File: config.mk
export PLATFORM = sky130hd
export DESIGN_NAME = wb_queue
export DESIGN_NICKNAME = d
export VERILOG_FILES = /design/src/rtl/wb_queue.sv
export SDC_FILE = /design/constraint.sdc
export NUM_CORES = 1
export LEC_CHECK = 0
export BUFFER_PORTS_ARGS = -buffer_cell sky130_fd_sc_hd__buf_2
export CAP_MARGIN = 20
export CELL_PAD_IN_SITES_DETAIL_PLACEMENT = 0
export CELL_PAD_IN_SITES_GLOBAL_PLACEMENT = 1
export CORE_MARGIN = 2
export CORE_UTILIZATION = 35
export CTS_CLUSTER_DIAMETER = 60
export DETAILED_ROUTE_END_ITERATION = 10
export GPL_TIMING_DRIVEN = 1
export PLACE_DENSITY_LB_ADDON = 0.1
export SETUP_SLACK_MARGIN = 0.15
export SLEW_MARGIN = 20
export SYNTH_ARGS = -nofsm -noshare
export SYNTH_HDL_FRONTEND = slang
export SYNTH_SLANG_ARGS = --single-unit
File: constraint.sdc
create_clock -name clk -period 3.82 [get_ports clk]
set_clock_uncertainty 0.2 [all_clocks]
set_input_delay 0.573 -clock clk [delete_from_list [all_inputs] [get_ports clk]]
set_output_delay 0.573 -clock clk [all_outputs]
set_load 0.005 [all_outputs]
File: src/rtl/wb_queue.sv
// Writeback queue between MEM and the regfile: in-order retirement of ALU results
// and load returns, with pending-write hazard lookup for the ID stage.
`ifndef RegAddrBus
`define RegAddrBus 4:0
`endif
`ifndef RegBus
`define RegBus 31:0
`endif

module wb_queue #(
    parameter int DEPTH = 4
) (
    input  logic              clk,
    input  logic              rst,
    input  logic              mem_valid,
    output logic              mem_ready,
    input  logic              mem_wreg,
    input  logic [`RegAddrBus] mem_wd,
    input  logic [`RegBus]    mem_wdata,
    input  logic              mem_is_load,
    input  logic              dmem_rvalid,
    input  logic [`RegBus]    dmem_rdata,
    output logic              wb_we,
    output logic [`RegAddrBus] wb_waddr,
    output logic [`RegBus]    wb_wdata,
    input  logic [`RegAddrBus] id_raddr1,
    input  logic [`RegAddrBus] id_raddr2,
    output logic              pend_hit1,
    output logic              pend_hit2,
    output logic              stall_req,
    output logic              rvalid_err
);

    localparam int PW = $clog2(DEPTH);
    localparam logic [PW:0] CNT_FULL = (PW+1)'(DEPTH);
    localparam logic [PW:0] CNT_ONE  = (PW+1)'(1);

    logic [`RegAddrBus] q_waddr [DEPTH];
    logic [`RegBus]     q_data  [DEPTH];
    logic [DEPTH-1:0]   q_load;
    logic [DEPTH-1:0]   q_ok;

    logic [PW-1:0] head, tail, fill_ptr, nxt_fill, scan_idx;
    logic [PW:0]   count, load_cnt;
    logic [DEPTH-1:0] live;
    logic scan_found;
    logic enq, enq_load, fill, ret;

    // Handshake: a transfer happens on an edge where mem_valid && mem_ready; mem_valid
    // may be raised regardless of mem_ready, and mem_ready does not look at mem_valid.
    assign mem_ready = rst && (count < CNT_FULL);
    assign stall_req = !mem_ready;

    assign enq      = mem_valid && mem_ready && mem_wreg && (mem_wd != '0);
    assign enq_load = enq && mem_is_load;
    assign fill     = dmem_rvalid && (load_cnt != '0);
    assign ret      = (count != '0) && q_ok[head];

    always_comb begin
        live       = '0;
        pend_hit1  = 1'b0;
        pend_hit2  = 1'b0;
        nxt_fill   = fill_ptr;
        scan_idx   = '0;
        scan_found = 1'b0;
        for (int i = 0; i < DEPTH; i++) begin
            live[i] = {1'b0, PW'(PW'(i) - head)} < count;
            if (rst && live[i] && (id_raddr1 != '0) && (q_waddr[i] == id_raddr1))
                pend_hit1 = 1'b1;
            if (rst && live[i] && (id_raddr2 != '0) && (q_waddr[i] == id_raddr2))
                pend_hit2 = 1'b1;
        end
        // Loads fill in order, so the next target is the first load after fill_ptr.
        for (int k = 1; k < DEPTH; k++) begin
            scan_idx = PW'(fill_ptr + PW'(k));
            if (!scan_found && live[scan_idx] && q_load[scan_idx] && !q_ok[scan_idx]) begin
                nxt_fill   = scan_idx;
                scan_found = 1'b1;
            end
        end
    end

    always_ff @(posedge clk) begin
        if (!rst) begin
            count      <= '0;
            load_cnt   <= '0;
            head       <= '0;
            tail       <= '0;
            fill_ptr   <= '0;
            q_ok       <= '0;
            q_load     <= '0;
            wb_we      <= 1'b0;
            wb_waddr   <= '0;
            wb_wdata   <= '0;
            rvalid_err <= 1'b0;
        end else begin
            if (enq) begin
                q_waddr[tail] <= mem_wd;
                q_data[tail]  <= mem_wdata;
                q_load[tail]  <= mem_is_load;
                q_ok[tail]    <= !mem_is_load;
                tail          <= PW'(tail + PW'(1));
            end

            if (fill) begin
                q_data[fill_ptr] <= dmem_rdata;
                q_ok[fill_ptr]   <= 1'b1;
                if (load_cnt == CNT_ONE) begin
                    if (enq_load)
                        fill_ptr <= tail;
                end else begin
                    fill_ptr <= nxt_fill;
                end
            end else if ((load_cnt == '0) && enq_load) begin
                fill_ptr <= tail;
            end

            if (dmem_rvalid && (load_cnt == '0))
                rvalid_err <= 1'b1;

            wb_we <= ret;
            if (ret) begin
                wb_waddr <= q_waddr[head];
                wb_wdata <= q_data[head];
                head     <= PW'(head + PW'(1));
            end

            count    <= count + (PW+1)'(enq) - (PW+1)'(ret);
            load_cnt <= load_cnt + (PW+1)'(enq_load) - (PW+1)'(fill);
        end
    end

endmodule

==> flow_summary.yaml, run 1 <==
detailed_routing:
  vias: 6514
  routedWlPerCell_microns: 20.65
  drc_errors: 0
  drt_iter0_markers: 361
  viasPerCell: 5.054
  ant_nets: 0
  first_pass_iters: 4
  wirelength_mm: 26.61
job:
  maxCapViolations: 0
clock_tree:
  clk_pin_slew_worst_paths_ps: 50
  cts_setup_buffers: 0
  clkLatencyLatePin_ps: 520
  ctsHtreeMaxLevel: 1
  tritoncts: "done"
  cts_root_buf: "clkbuf_16"
  clkSinkCount: 207
  cts_buffer_depth: 3
  cts_hold_buffers: 0
  numCtsBuffers: 26
synthesis:
  synthCells: 763
  ys_ff_latch: 207
  syn_avg_cell_area_sq_um: 13.33
  synth_flop_cell: "edfxtp_1"
  async_reset_ff_share_pct: 0
  synth_edf_count: 148
  yosys_warnings: 0
  synthDistinctLibCells: 50
  yosysSeqAreaShare_pct: 55.32
  synthesis.nets: 866
  netlist_area_sq_um: 10170
placement:
  io_buffers: 127
  placed_area_sq_um: 11220
  place_ws_ps: 532.6
  dp_hpwl_mm: 16.89
  gp_congestion: 0.8256
sta:
  finalSetupViolations: 0
  max_freq_mhz: 295.0
  fin_tns_setup_ps: 0
  timing.final.ws_setup_ps: 429.7
  hold_slack_ps: 80.77
  finalMaxSlewViolations: 0
  finalHoldViolCount: 0
  worst_slew_pin_slew_ps: 859.9
  relSlewSlack_pct: 42.68
  finalCriticalPeriod_ps: 3390
  period_share_pct: 88.75
  rsz0062_at_grt: "no"
critical_path:
  crit_arrival_ps: 2620
  path_buf_inv: 2
  cp.required_ps: 3050
  start_kind: "register"
  r2r_slack_ps: 950
  cp_slowest_cell: "dfxtp_4"
  worstSetupPathType: "reg -> out"
  timing.critical_path.to_type: "output pin"
  path_delay_family: "compound AO/OA/AOI/OAI gates"
  max_stage_delay_ps: 570
  cp_max_fo: 20
  crit_chain: "inv_1 > ha_1 > a21boi_0 > o21ba_2 > nor4_1 > a21oi_1 > a31oi_1 > buf_2"
pwr:
  seq_power_share_pct: 42.2
  internal-power_mw: 4.712
  irDropWorstVdd_v: 0.0003217
  p_clk_share_pct: 36.9
  powerDensity_nw_per_um2: 539.6
  p_sw_mw: 1.810
  netSwitchingFraction_pct: 27.75
  combPwrFrac_pct: 20.8
  p_leak_nw: 4.338
  power_mw: 6.522
cells_and_area:
  multi_input_area_sq_um: 4262
  fin_nets: 985
  mostFrequentLayoutCells: "edfxtp_1, mux2_2, buf_2"
  layout-drive-gt1-share_pct: 41.51
  finalInstanceArea_sq_um: 12090
  areaGrowthSynthToFinish_pct: 18.86
  regArea_sq_um: 5633
  final_common_cell: "edfxtp_1"
  nFillCells: 2676
hold_path:
  hold_path.class: "in -> reg"
floorplanning:
  dieArea_sq_um: 30430
  die_h_microns: 174.5
  rows: 62
  chipWidth_microns: 174.5
  pin_count: 128
  core_area_sq_um: 28630
  start_util_pct: 35.52
grt:
  grt_pass1_vias: 7064
  antenna_found_initial: 5
  grt_max_degree: 40
  grt_pass1_wl_mm: 41.48
  grt_use_total_pct: 17.78
  grt_overflow: 0
status:
  status: "finished clean"
timing repair:
item	in CTS	in global routing
setup endpoints to repair	2	0
resized for setup	1	0
endpoints found under the hold margin	0	0
cell type report:
class	instances	share of cell area (%)
diodes	4	0.08282
clock buffers	33	5.849
clock inverters	14	1.253
inverters	24	0.7453
multi-input cells	482	35.26
flip-flops and latches	207	46.60
well taps	384	3.975
repair buffers	141	6.232
power by group through the flow:
| stage | Clock [mW] | Combinational, mW | Sequential (mW) |
|---|---|---|---|
| 3_5_place_dp | 0 | 1.38 | 2.80 |
| 4_1_cts | 2.47 | 1.39 | 2.76 |
| 3_3_place_gp | 0 | 1.37 | 2.79 |
| 5_1_grt | 2.57 | 1.50 | 2.78 |
| 6_report | 2.41 | 1.36 | 2.75 |
| 2_1_floorplan | 0 | 0.953 | 2.76 |
synthesized netlist by cell type (4+ instances only):
cell type / number / area (sq um)
nand4_1: 4 / 25.02
nand2_1: 103 / 386.6
mux2_2: 129 / 1453
nor2_1: 19 / 71.32
edfxtp_1: 148 / 4444
a21oi_1: 49 / 245.2
buf_1: 7 / 26.28
inv_1: 23 / 86.33
dfxtp_1: 59 / 1181
nor2b_1: 4 / 25.02
nor3_1: 11 / 55.05
o21ai_0: 11 / 55.05
xnor2_1: 24 / 210.2
nand2b_1: 4 / 25.02
a31oi_1: 4 / 25.02
nand3_1: 4 / 20.02
xor2_1: 24 / 210.2
ha_1: 16 / 200.2
buf_2: 21 / 105.1
mux4_2: 39 / 878.3
clkbuf_1: 20 / 75.07
path summary, 6_finish.rpt:
kind / startpoint / to / cells past startpoint
worst min register to register: wb_wdata[23]$_SDFFE_PN0P_ / wb_wdata[23]$_SDFFE_PN0P_ / 2
worst max-delay path: head[1]$_SDFFE_PN0P_ / pend_hit1 / 8
worst min-delay path: mem_wd[0] / q_waddr[1][0]$_DFFE_PP_ / 1
worst max register to register: head[1]$_SDFFE_PN0P_ / fill_ptr[0]$_SDFFE_PN0P_ / 9
layer usage:
metal	vias up	GRT usage (%)	part of all wire, %
li1	3059	-	-
met5	-	0	0
met3	34	3.325	4.5
met4	0	3.887	1.6
met2	139	31.88	51
met1	3282	22.24	43
kinds of logic after synthesis:
| logic type | after synthesis | synth area share, % |
|---|---|---|
| compound gates | 85 | 5.156 |
| simple gates | 163 | 7.001 |
| mux | 168 | 22.92 |
| buf+inv | 74 | 3.101 |
| xor+xnor | 48 | 4.134 |
| flops | 207 | 55.32 |
| fa+ha+maj | 18 | 2.362 |
registers in the layout (all words and copies together) (netlist names), 2 cells and up:
register and count:
q_data 128, wb_wdata 32, q_waddr 20, wb_waddr 5, q_load 4, q_ok 4
count 3, load_cnt 3, fill_ptr 2, head 2, tail 2
metrics by stage:
step | utilization (%) | cells
CTS | 42.19 | 1285
floorplan | - | 763
detailed placement | 39.18 | 1238
global placement | 39.18 | 1238
finish | 42.22 | 1289
global route | 42.21 | 1287
Note: power is estimated with default switching activity, not from simulation.
==> run 2, diff against run 1 <==
--- a/config.mk
+++ b/config.mk
@@ -13,8 +13,9 @@
 export CORE_UTILIZATION = 35
 export CTS_CLUSTER_DIAMETER = 60
 export DETAILED_ROUTE_END_ITERATION = 10
+export GPL_ROUTABILITY_DRIVEN = 0
 export GPL_TIMING_DRIVEN = 1
-export PLACE_DENSITY_LB_ADDON = 0.1
+export PLACE_DENSITY = 0.7
 export SETUP_SLACK_MARGIN = 0.15
 export SLEW_MARGIN = 20
 export SYNTH_ARGS = -nofsm -noshare
==> run 2 against run 1 <==
- critical path depth unchanged
- sequential share of layout area is 0.22 points higher
- maximum frequency rose by 0.51%
- clock-buffer cell count shrank 1
- cell count fell by 0.16%
- global-route usage fell by 1.2 points
- clock power decreased by 5%
- total power down 1.9%
- wire length shrank 6.5%
- critical path type unchanged
- largest power group unchanged
==> flow_summary.yaml, run 2 (same netlist as run 1, synthesis figures left out) <==
detailed_routing:
  vias: 6494
  ant_nets: 0
  viasPerCell: 5.046
  first_pass_iters: 5
  routedWlPerCell_microns: 19.33
  wl_met3_mm: 1.419
  drc_errors: 0
  drt_iter0_markers: 448
  wl_met2_mm: 12.10
  wl_met1_mm: 10.97
  wirelength_mm: 24.88
  highest_layer: "met4"
hold_path:
  hold_path.class: "in -> reg"
floorplanning:
  chipWidth_microns: 174.5
  rows: 62
  core_area_sq_um: 28630
  pin_count: 128
  dieArea_sq_um: 30430
  start_util_pct: 35.52
  die_h_microns: 174.5
placement:
  placed_area_sq_um: 11210
  post-place-cells: 1239
  io_buffers: 127
  dp_hpwl_mm: 16.35
clock_tree:
  cts_hold_buffers: 0
  clkSinkCount: 207
  cts_root_buf: "clkbuf_16"
  post_cts_resized: 0
  cts_setup_buffers: 0
  cts_buffer_depth: 3
  clk_pin_slew_worst_paths_ps: 50
  numCtsBuffers: 26
  clkLatencyLatePin_ps: 520
  tritoncts: "done"
  ctsHtreeMaxLevel: 1
critical_path:
  cp.required_ps: 3050
  timing.critical_path.to_type: "output pin"
  worstSetupPathType: "reg -> out"
  cp_max_fo: 6
  start_kind: "register"
  crit_arrival_ps: 2600
grt:
  antenna_found_initial: 0
  grt_pass1_wl_mm: 39.12
  grt_use_total_pct: 16.55
  grt_max_degree: 42
  grt_pass1_vias: 6772
  grt_overflow: 0
sta:
  relSlewSlack_pct: 47.48
  fin_tns_setup_ps: 0
  max_freq_mhz: 296.5
  worst_slew_pin_slew_ps: 787.8
  hold_slack_ps: 87.06
  finalSetupViolations: 0
  finalHoldViolCount: 0
  finalMaxSlewViolations: 0
  period_share_pct: 88.30
  finalCriticalPeriod_ps: 3373
  rsz0062_at_grt: "no"
cells_and_area:
  fin_nets: 986
  layout-drive-gt1-share_pct: 41.31
  areaGrowthSynthToFinish_pct: 18.25
  regMostFlops: "q_data"
  fin_cells: 1287
  nFillCells: 2724
  finalInstanceArea_sq_um: 12020
  mostFrequentLayoutCells: "edfxtp_1, mux2_2, buf_2"
  top_regs: "q_data (128), wb_wdata (32), q_waddr (20)"
  largest_register_ffs: 128
  diodes: 0
  final_common_cell: "edfxtp_1"
status:
  status: "finished clean"
pwr:
  powerDensity_nw_per_um2: 531.8
  p_leak_nw: 4.322
  irDropWorstVdd_v: 0.0002670
  power_mw: 6.395
job:
  maxCapViolations: 0
==> run 2: changes by cell type in the layout (fill, tap and decap cells not counted), sizes merged <==
cell and change:
buf +1, bufinv -1, diode -4, clkinv +2
inv +1, clkbuf -1
==> run 2: layout make-up <==
type / instances / area [sq um] / share of cell area, %
Clock buffer: 32 / 694.4 / 5.775
Clock inverter: 16 / 118.9 / 0.9886
Inverter: 24 / 90.09 / 0.7492
Multi-Input combinational cell: 482 / 4262 / 35.44
Sequential cell: 207 / 5630 / 46.83
Tap cell: 384 / 480.5 / 3.996
Timing Repair Buffer: 142 / 748.2 / 6.223
==> run 2: worst max-delay path, cell delays in order (launching register included) <==
cell and delay, ps:
dfxtp_1 470, inv_1 150, ha_1 300, nand2b_1 50, o22ai_1 510, nor3_1 140
a21oi_1 220, a31oi_1 90, buf_2 130
==> run 2: metrics by stage <==
step	setup slack [ps]	util (%)
2_1_floorplan	997.3	-
3_3_place_gp	785.1	39.16
3_5_place_dp	738.5	39.16
4_1_cts	442.0	42.01
5_1_grt	291.7	42.01
6_report	446.8	42.01
==> run 2: worst paths after layout <==
| path | end | depth (start not counted) | slack (ps) | start |
|---|---|---|---|---|
| worst min register to register | wb_wdata[6]$_SDFFE_PN0P_ | 2 | 250 | wb_wdata[6]$_SDFFE_PN0P_ |
| worst max-delay path | pend_hit2 | 8 | 450 | count[1]$_SDFF_PN0_ |
| worst min-delay path | q_waddr[1][2]$_DFFE_PP_ | 1 | 90 | mem_wd[2] |
| worst max register to register | q_data[3][9]$_DFFE_PP_ | 6 | 960 | load_cnt[2]$_SDFF_PN0_ |
==> run 2: layer usage <==
metal  up-vias  global-route usage (%)
met5         -                       0
met4         0                   3.746
met3        35                   2.340
met2       196                   28.57
met1      3197                   22.08
li1       3066                       -
==> run 2: power breakdown <==
| part | internal, mW | switching [mW] |
|---|---|---|
| Clock | 1.37 | 0.939 |
| Sequential | 2.63 | 0.117 |
| Combinational | 0.617 | 0.723 |
